`src/rtl/unsigned_shift_add_multiplier_pkg.sv`:
```
// ============================================================================
// mul_pkg : shared types and constants for the shift-add multiplier
// Revision: 1.0
// ============================================================================
`default_nettype none

package mul_pkg;

  localparam int DEFAULT_WIDTH = 32;

  typedef enum logic [1:0] {
    IDLE = 2'd0,
    LOAD = 2'd1,
    CALC = 2'd2,
    DONE = 2'd3
  } state_t;

  // The step counter must be able to hold WIDTH without wrapping
  function automatic int cnt_width(input int w);
    return $clog2(w + 1);
  endfunction

endpackage

`default_nettype wire

```
`src/rtl/unsigned_shift_add_multiplier_if.sv`:
```
// ============================================================================
// unsigned_shift_add_multiplier_if : run/rdy operand and result bundle
// Revision: 1.0
// ============================================================================
`default_nettype none

interface unsigned_shift_add_multiplier_if #(
  parameter int WIDTH = 32
);

  logic               run;
  logic [WIDTH-1:0]   multiplicand;
  logic [WIDTH-1:0]   multiplier;
  logic [2*WIDTH-1:0] product;
  logic               rdy;
  logic               busy;

  modport master (
    output run, multiplicand, multiplier,
    input  product, rdy, busy
  );

  modport slave (
    input  run, multiplicand, multiplier,
    output product, rdy, busy
  );

endinterface

`default_nettype wire

```
`src/rtl/unsigned_shift_add_multiplier_control.sv`:
```
// ============================================================================
// multiplier_control : IDLE/LOAD/CALC/DONE sequencer and step counter
// Revision: 1.0
// ============================================================================
`default_nettype none

module multiplier_control
  import mul_pkg::*;
#(
  parameter int WIDTH = DEFAULT_WIDTH
) (
  input  wire logic clk,
  input  wire logic rst,
  input  wire logic i_run,
  input  wire logic i_zero,
  output logic      o_rdy,
  output logic      o_busy,
  output logic      o_load_en,
  output logic      o_step_en,
  output logic      o_zero_en
);

  localparam int CNT_W = cnt_width(WIDTH);

  state_t           r_state;
  logic [CNT_W-1:0] r_count;
  logic             r_rdy;
  logic             r_busy;

  assign o_rdy     = r_rdy;
  assign o_busy    = r_busy;
  assign o_load_en = (r_state == IDLE) && i_run;
  assign o_step_en = (r_state == CALC) && i_run;
  assign o_zero_en = (r_state == LOAD) && i_zero;

  always_ff @(posedge clk) begin
    if (rst) begin
      r_state <= IDLE;
      r_count <= '0;
      r_rdy   <= 1'b0;
      r_busy  <= 1'b0;
    end else begin
      case (r_state)
        IDLE: begin
          r_rdy  <= 1'b0;
          r_busy <= 1'b0;
          if (i_run) begin
            r_state <= LOAD;
            r_count <= '0;
            r_busy  <= 1'b1;
          end
        end
        LOAD: begin
          if (i_zero) begin
            r_state <= DONE;
            r_rdy   <= 1'b1;
            r_busy  <= 1'b0;
          end else begin
            r_state <= CALC;
          end
        end
        CALC: begin
          // run low freezes the step: counter and product both hold
          if (i_run) begin
            r_count <= r_count + CNT_W'(1);
            if (r_count == CNT_W'(WIDTH - 1)) begin
              r_state <= DONE;
              r_rdy   <= 1'b1;
              r_busy  <= 1'b0;
            end
          end
        end
        DONE: begin
          if (!i_run) begin
            r_state <= IDLE;
            r_rdy   <= 1'b0;
          end
        end
        default: r_state <= IDLE;
      endcase
    end
  end

endmodule

`default_nettype wire

```
`src/rtl/unsigned_shift_add_multiplier.sv`:
```
// ============================================================================
// unsigned_shift_add_multiplier : WIDTH x WIDTH sequential shift-add multiply
// Optional: MUL_ZERO_SKIP_EN finishes in LOAD when either operand is zero
// Revision: 1.0
// ============================================================================
`default_nettype none

module unsigned_shift_add_multiplier
  import mul_pkg::*;
#(
  parameter int WIDTH = DEFAULT_WIDTH
) (
  input  wire logic                   clk,
  input  wire logic                   rst,
  unsigned_shift_add_multiplier_if.slave bus
);

  logic [WIDTH-1:0]   r_mcand;
  logic [2*WIDTH-1:0] r_product;
  logic [WIDTH:0]     w_sum;
  logic               w_zero;
  logic               w_load_en;
  logic               w_step_en;
  logic               w_zero_en;

`ifdef MUL_ZERO_SKIP_EN
  assign w_zero = (r_mcand == '0) || (r_product[WIDTH-1:0] == '0);
`else
  assign w_zero = 1'b0;
`endif

  // Carry out of the upper half becomes the new MSB after the shift
  assign w_sum = {1'b0, r_product[2*WIDTH-1:WIDTH]}
               + ({1'b0, r_mcand} & {(WIDTH+1){r_product[0]}});

  multiplier_control #(
    .WIDTH(WIDTH)
  ) u_control (
    .clk      (clk),
    .rst      (rst),
    .i_run    (bus.run),
    .i_zero   (w_zero),
    .o_rdy    (bus.rdy),
    .o_busy   (bus.busy),
    .o_load_en(w_load_en),
    .o_step_en(w_step_en),
    .o_zero_en(w_zero_en)
  );

  always_ff @(posedge clk) begin
    if (rst) begin
      r_mcand   <= '0;
      r_product <= '0;
    end else if (w_load_en) begin
      r_mcand   <= bus.multiplicand;
      r_product <= {{WIDTH{1'b0}}, bus.multiplier};
    end else if (w_zero_en) begin
      r_product <= '0;
    end else if (w_step_en) begin
      r_product <= {w_sum, r_product[WIDTH-1:1]};
    end
  end

  assign bus.product = r_product;

endmodule

`default_nettype wire

```
`src/flat_wrapper.sv`:
```
// flat-port wrapper written by rule: the top's interface ports become plain ports
module unsigned_shift_add_multiplier_flat import mul_pkg::*;
#(
  parameter int WIDTH = DEFAULT_WIDTH
)
  (clk, rst, bus_run, bus_multiplicand, bus_multiplier, bus_product, bus_rdy, bus_busy);
  unsigned_shift_add_multiplier_if #(.WIDTH(WIDTH)) bus_i ();
  input  wire logic clk;
  input  wire logic rst;
  input wire logic [$bits(bus_i.run)-1:0] bus_run;
  input wire logic [$bits(bus_i.multiplicand)-1:0] bus_multiplicand;
  input wire logic [$bits(bus_i.multiplier)-1:0] bus_multiplier;
  output wire logic [$bits(bus_i.product)-1:0] bus_product;
  output wire logic [$bits(bus_i.rdy)-1:0] bus_rdy;
  output wire logic [$bits(bus_i.busy)-1:0] bus_busy;
  assign bus_i.run = bus_run;
  assign bus_i.multiplicand = bus_multiplicand;
  assign bus_i.multiplier = bus_multiplier;
  assign bus_product = bus_i.product;
  assign bus_rdy = bus_i.rdy;
  assign bus_busy = bus_i.busy;
  unsigned_shift_add_multiplier #(.WIDTH(WIDTH)) u_core (.clk(clk), .rst(rst), .bus(bus_i));
endmodule
```
`config.mk`:
```
export PLATFORM = sky130hd
export DESIGN_NAME = unsigned_shift_add_multiplier_flat
export DESIGN_NICKNAME = d
export VERILOG_FILES = /design/src/rtl/unsigned_shift_add_multiplier_pkg.sv /design/src/rtl/unsigned_shift_add_multiplier_if.sv /design/src/rtl/unsigned_shift_add_multiplier_control.sv /design/src/rtl/unsigned_shift_add_multiplier.sv /design/src/flat_wrapper.sv
export SDC_FILE = /design/constraint.sdc
export NUM_CORES = 1
export LEC_CHECK = 0
export BUFFER_PORTS_ARGS = -buffer_cell sky130_fd_sc_hd__buf_2
export CAP_MARGIN = 20
export CORE_MARGIN = 1
export CORE_UTILIZATION = 56
export DETAILED_ROUTE_END_ITERATION = 12
export PLACE_DENSITY = 0.88
export SLEW_MARGIN = 20
export SYNTH_ARGS = -nofsm -noshare
export SYNTH_HDL_FRONTEND = slang
export SYNTH_SLANG_ARGS = --single-unit
```
`constraint.sdc`:
```
create_clock -name clk -period 3.87 [get_ports clk]
set_input_delay 0.387 -clock clk [delete_from_list [all_inputs] [get_ports clk]]
set_output_delay 0.387 -clock clk [all_outputs]
set_load 0.01 [all_outputs]
```
==> results of run 1 <==
where the power goes:
group	switching (uW)	internal, uW
sequential	101	1230
combinational	595	408
clock	431	443
total	1130	2080
registers in the layout (all words and copies together), names as in the netlist:
name and flops:
u_core.u_control.o_busy 1, u_core.u_control.r_state 2, u_core.r_mcand 32, u_core.u_control.r_count 6, u_core.bus.product 64, u_core.u_control.o_rdy 1
final timing paths:
path         slack [ps]                endpoint                  start  depth (start not counted)
max                 630  u_core.bus.product[60]  u_core.bus.product[0]                         10
min reg2reg         450      u_core.r_mcand[30]     u_core.r_mcand[30]                          2
max reg2reg         630  u_core.bus.product[60]  u_core.bus.product[0]                         10
min                 270      u_core.r_mcand[18]   bus_multiplicand[18]                          3
tightest hold or removal path, stage by stage:
cell and delay [ps]:
buf_2 100, nand2_1 40, a21oi_1 50
metal layers:
metal  GRT usage  vias to the layer above  part of all wire
li1            -                     3068                 -
met1       0.363                     2935              0.44
met2       0.459                      235              0.47
met3      0.0556                       47             0.062
met4       0.104                        0             0.027
met5           0                        -                 0
cells in the final DEF (no fill, tap or decap), drive strengths merged, types with 21 or more instances in the layout:
cell	n
a211oi	42
a21o	25
a21oi	80
and2	35
buf	142
dfxtp	106
ha	37
mux2i	34
nand2	121
nand2b	35
nand3	21
nor2	66
o21ai	27
cell families (layout without fill, tap and decap cells):
kind of cell	Yosys count	in the layout	share of synthesized area
xor gates and xnor gates	21	21	0.0287
DFF	106	106	0.331
buffers and inverters	68	169	0.0412
and+or+nand+nor	325	325	0.244
muxes	34	34	0.0531
adders and majority gates	38	38	0.0754
AOI/OAI and AO/OA	223	223	0.227
per-stage QoR:
stage	util	worst slack (ps)	hold WS [ps]	std cells	power, uW
after global placement	0.647	862	438	1041	2310
after floorplan	-	972	432	815	2040
after detailed placement	0.647	750	445	1041	2340
after global routing	0.672	409	268	1056	3380
after CTS	0.672	681	266	1056	3210
final	0.672	631	272	1056	3200
cell type report:
type	count	area, sq um	area share
Timing Repair Buffer	142	736	0.0997
Clock inverter	6	50.0	0.00678
Inverter	12	45.0	0.00610
Multi-Input combinational cell	641	4030	0.546
Clock buffer	9	225	0.0305
Sequential cell	106	2120	0.288
Tap cell	140	175	0.0237
==> results by group, run 1 <==
Critical path
  • CP max-delay cell: dfxtp_1
  • CP endpoint kind: register
  • Cell family contributing the most delay on the critical path: compound AO/OA/AOI/OAI gates
  • Critical Path Fanout Max: 18
  • Worst-path cell chain: buf_4 > and2_1 > ha_1 > a21o_1 > a21oi_2 > a2111oi_2 > nor3_2 > o31ai_2 > o311a_1 > a211o_1
  • Crit path largest cell delay: 640 ps
  • Startpoint Class: register
  • Req. time, crit path: 4110 ps
  • Data arrival time of the worst path: 3480 ps
  • CP Buf/Inv Count: 1
  • Crit Path Category: reg2reg

Worst hold path
  • HP Class: in2reg

CTS
  • Post-CTS Hold Fix Bufs: 0
  • Clock latency on the worst-skew pair: 350 ps
  • Post-CTS Repair Setup Buffers: 0
  • CTS resizes: 0
  • TritonCTS clock tree: done
  • CTS max path bufs: 2
  • CTS H-tree depth: 3
  • TritonCTS Buffers: 9
  • CTS sink count: 106
  • Root Driver: clkbuf_16
  • Clock slew at reported path FFs: 80 ps

Power and ir drop
  • Max rail drop VDD: 0.317 mV
  • Lkg Pwr: 0.00340 uW
  • PwrDens: 434 mW/mm^2

Final layout
  • NumNets Final: 1017
  • Fillers: 928
  • Diodes inserted: 0
  • Layout cell share with drive strength beyond 1: 0.187
  • Syn-to-layout area delta: 15.2%
  • Final non-filler cell area: 0.00738 sq mm

Drt
  • Routed vias/inst: 5.95
  • Total wire length: 16700 microns
  • Post-DR wirelength/cell: 15.9 microns
  • Post-route ant nets: 0
  • First-pass DRT Iterations: 5
  • DRC violations left: 0
  • Iter 0 DRT Violations: 412
  • Via count: 6285

STA
  • Final setup viols: 0
  • Hold Fails Final Rpt: 0
  • Max_slew headroom: 0.279
  • Minimum clock period: 3240 ps
  • Slew Limit Fails: 0
  • Crit share post-route: 0.837
  • Least-Margin Pin Slew: 1080 ps
  • FMAX: 309 MHz
  • Post-Route Skew: 7.32 ps
  • RSZ-0062 raised after global routing: false
  • Post-Route Setup TNS: 0 ps

Global route
  • Vias in the first global route: 5837
  • Largest net degree at the start of global routing: 77
  • Global route overflow: 0
  • Gr usage total: 0.280
  • First-pass GRT wire length: 26800 microns
  • Initial antenna violation count: 0

Place
  • Routability Congestion: 0.933
  • IO buf count: 132
  • DP Wirelength: 12000 microns
  • DP Area: 0.00711 sq mm

Yosys
  • Top FF cell, synth: dfxtp_1
  • Distinct cells, synth: 61
  • Yosys top cell area share: 0.331
  • Mapped Area: 0.00641 sq mm
  • Post-Syn Nets: 920
  • Sequential share of the synthesized area: 0.331
  • Mapped Avg Cell Area: 7.86 sq um
  • Async SR Flop Fraction: 0
  • Syn. warnings: 0
  • Synth top cells by count: 120 x nand2_1, 106 x dfxtp_1, 78 x a21oi_1, 65 x nor2_1, 47 x clkbuf_1
  • Yosys reg bits: 106
  • Cell with the most instances after synthesis: nand2_1
  • Synth Instances: 815
  • Synth area leader: dfxtp_1
  • Largest cells by area after synthesis: dfxtp_1 33%, ha_1 7.2%, nand2_1 7.0%, a21oi_1 6.1%, mux2i_1 5.3%
  • Number of enable flip-flop cells after synthesis: 0

Die
  • Die Ht: 109 microns
  • Full die area: 0.0119 sq mm
  • # IOs: 133
  • FP Rows: 38
  • Die width: 109 microns
  • Initial Util: 0.584
  • Core ar.: 0.0110 sq mm

Outcome
  • Status: completed

Job
  • MaxCap Viol Count: 0
No activity file was read; power rests on OpenSTA's default activity.
==> run 2, diff against run 1 <==
==> constraint.sdc (replaced) <==
create_clock -name clk -period 3.3 [get_ports clk]
set_input_delay 0.33 -clock clk [delete_from_list [all_inputs] [get_ports clk]]
set_output_delay 0.33 -clock clk [all_outputs]
set_load 0.01 [all_outputs]
==> run 2 against run 1 <==
Against the previous run:
- sequential power up 17%
- setup slack worse by 230 ps
- die area unchanged
- clock power up 25%
- count of clock-buffer cells in the layout up 2
- first-iteration DRC count down 12%
- sequential share of layout area down 0.22 points
- total power up 19%
- register-to-register slack worse by 230 ps
- via count up 0.35%
- critical path type unchanged
==> results by group, run 2 (synthesis results as in run 1) <==
STA
  • Least-Margin Pin Slew: 807 ps
  • Post-Route Setup TNS: 0 ps
  • Crit share post-route: 0.880
  • Max_slew headroom: 0.460
  • FMAX: 344 MHz
  • Final setup margin: 396 ps
  • Hold Fails Final Rpt: 0
  • RSZ-0062 raised after global routing: false
  • Final setup viols: 0
  • Minimum clock period: 2900 ps
  • Slew Limit Fails: 0
  • Post-Route Skew: 8.69 ps

Die
  • Die width: 109 microns
  • FP Rows: 38
  • Core ar.: 0.0110 sq mm
  • Initial Util: 0.584
  • Full die area: 0.0119 sq mm
  • # IOs: 133
  • Die Ht: 109 microns

Drt
  • Total wire length: 17200 microns
  • Post-DR wirelength/cell: 16.2 microns
  • DRC violations left: 0
  • Via count: 6307
  • Iter 0 DRT Violations: 361
  • First-pass DRT Iterations: 8
  • Routed vias/inst: 5.94
  • Post-route ant nets: 0

CTS
  • TritonCTS clock tree: done
  • CTS sink count: 106
  • Post-CTS Repair Setup Buffers: 0
  • Post-CTS Hold Fix Bufs: 0
  • CTS max path bufs: 2
  • Clock latency on the worst-skew pair: 350 ps
  • TritonCTS Buffers: 9
  • Clock slew at reported path FFs: 70 ps
  • Root Driver: clkbuf_16
  • CTS resizes: 0
  • CTS H-tree depth: 3

Critical path
  • Critical Path Fanout Max: 4
  • CP endpoint kind: register
  • Req. time, crit path: 3540 ps
  • Crit Path Category: reg2reg
  • Startpoint Class: register
  • Data arrival time of the worst path: 3150 ps

Power and ir drop
  • Max rail drop VDD: 0.472 mV
  • PwrDens: 514 mW/mm^2
  • Lkg Pwr: 0.00344 uW
  • Total Power: 3820 uW

Place
  • DP Wirelength: 12200 microns
  • IO buf count: 132
  • Placed cells: 1045
  • Post-Place Setup Slack: 449 ps
  • Routability Congestion: 0.951

Final layout
  • Syn-to-layout area delta: 16.1%
  • Diodes inserted: 0
  • Final Instance Count excl. Fillers: 1061
  • Fillers: 903
  • Commonest non-fill, non-tap cells in the layout: 132 x buf_2, 120 x nand2_1, 106 x dfxtp_1, 78 x a21oi_1, 64 x nor2_1
  • Sequential cell area: 0.00212 sq mm
  • NumNets Final: 1022
  • Multi-input logic area: 0.00403 sq mm
  • Commonest non-fill, non-tap cell in the layout: buf_2
  • Layout cell share with drive strength beyond 1: 0.190
  • Max FFs per register: 64

Global route
  • Global route overflow: 0
  • Vias in the first global route: 5871
  • Gr usage total: 0.289
  • First-pass GRT wire length: 27200 microns
  • Largest net degree at the start of global routing: 71
  • Initial antenna violation count: 0

Outcome
  • Status: completed

Worst hold path
  • HP Class: in2reg

Job
  • MaxCap Viol Count: 0
-- run 2: cell count changes in the layout (fill, tap and decap cells not counted), sizes merged --
cell / before / now
clkinv: 2 / 3
inv: 15 / 12
buf: 142 / 147
clkbuf: 9 / 11
clkinvlp: 1 / 0
bufinv: 0 / 1
-- run 2: final timing paths --
kind                               from                endpoint  slack [ps]  depth (start not counted)
setup / recovery  u_core.bus.product[0]  u_core.bus.product[59]         400                         10
hold / removal     bus_multiplicand[29]      u_core.r_mcand[29]         210                          3
setup reg to reg  u_core.bus.product[0]  u_core.bus.product[59]         400                         10
hold reg to reg      u_core.r_mcand[28]      u_core.r_mcand[28]         450                          2
-- run 2: report_power, final --
group	internal (uW)	leakage [uW]	switching, uW	total (uW)
clock	607	0.000146	480	1090
combinational	484	0.00242	703	1190
sequential	1440	0.000867	110	1550
-- run 2: per-stage QoR --
step	hold WS, ps	area, sq um	utilization
6_report	208	7440	0.677
5_1_grt	212	7440	0.677
4_1_cts	208	7430	0.677
3_5_place_dp	443	7140	0.650
3_3_place_gp	438	7140	0.650
2_1_floorplan	432	6410	-
-- run 2: cell type report --
| class | count | area share |
|---|---|---|
| clock buffer | 11 | 0.0326 |
| clock inverter | 4 | 0.00706 |
| inverter | 12 | 0.00606 |
| multi-input combinational | 641 | 0.541 |
| sequential | 106 | 0.285 |
| tap | 140 | 0.0235 |
| timing repair buffer | 147 | 0.104 |
-- run 2: per-layer routing --
layer,track usage,share of wire,vias up
met1,0.364,0.44,2988
li1,-,-,3088
met2,0.501,0.49,194
met4,0.0956,0.020,0
met3,0.0430,0.052,37
met5,0,0,-
-- run 2: worst max-delay path: stages (launching register included) --
cell and delay, ps:
dfxtp_1 320, and2_1 140, ha_1 210, fa_1 420, a211oi_1 250, o21ai_1 190
o21ai_2 240, a21oi_1 140, o41a_1 490, mux2i_1 150, a211o_1 230
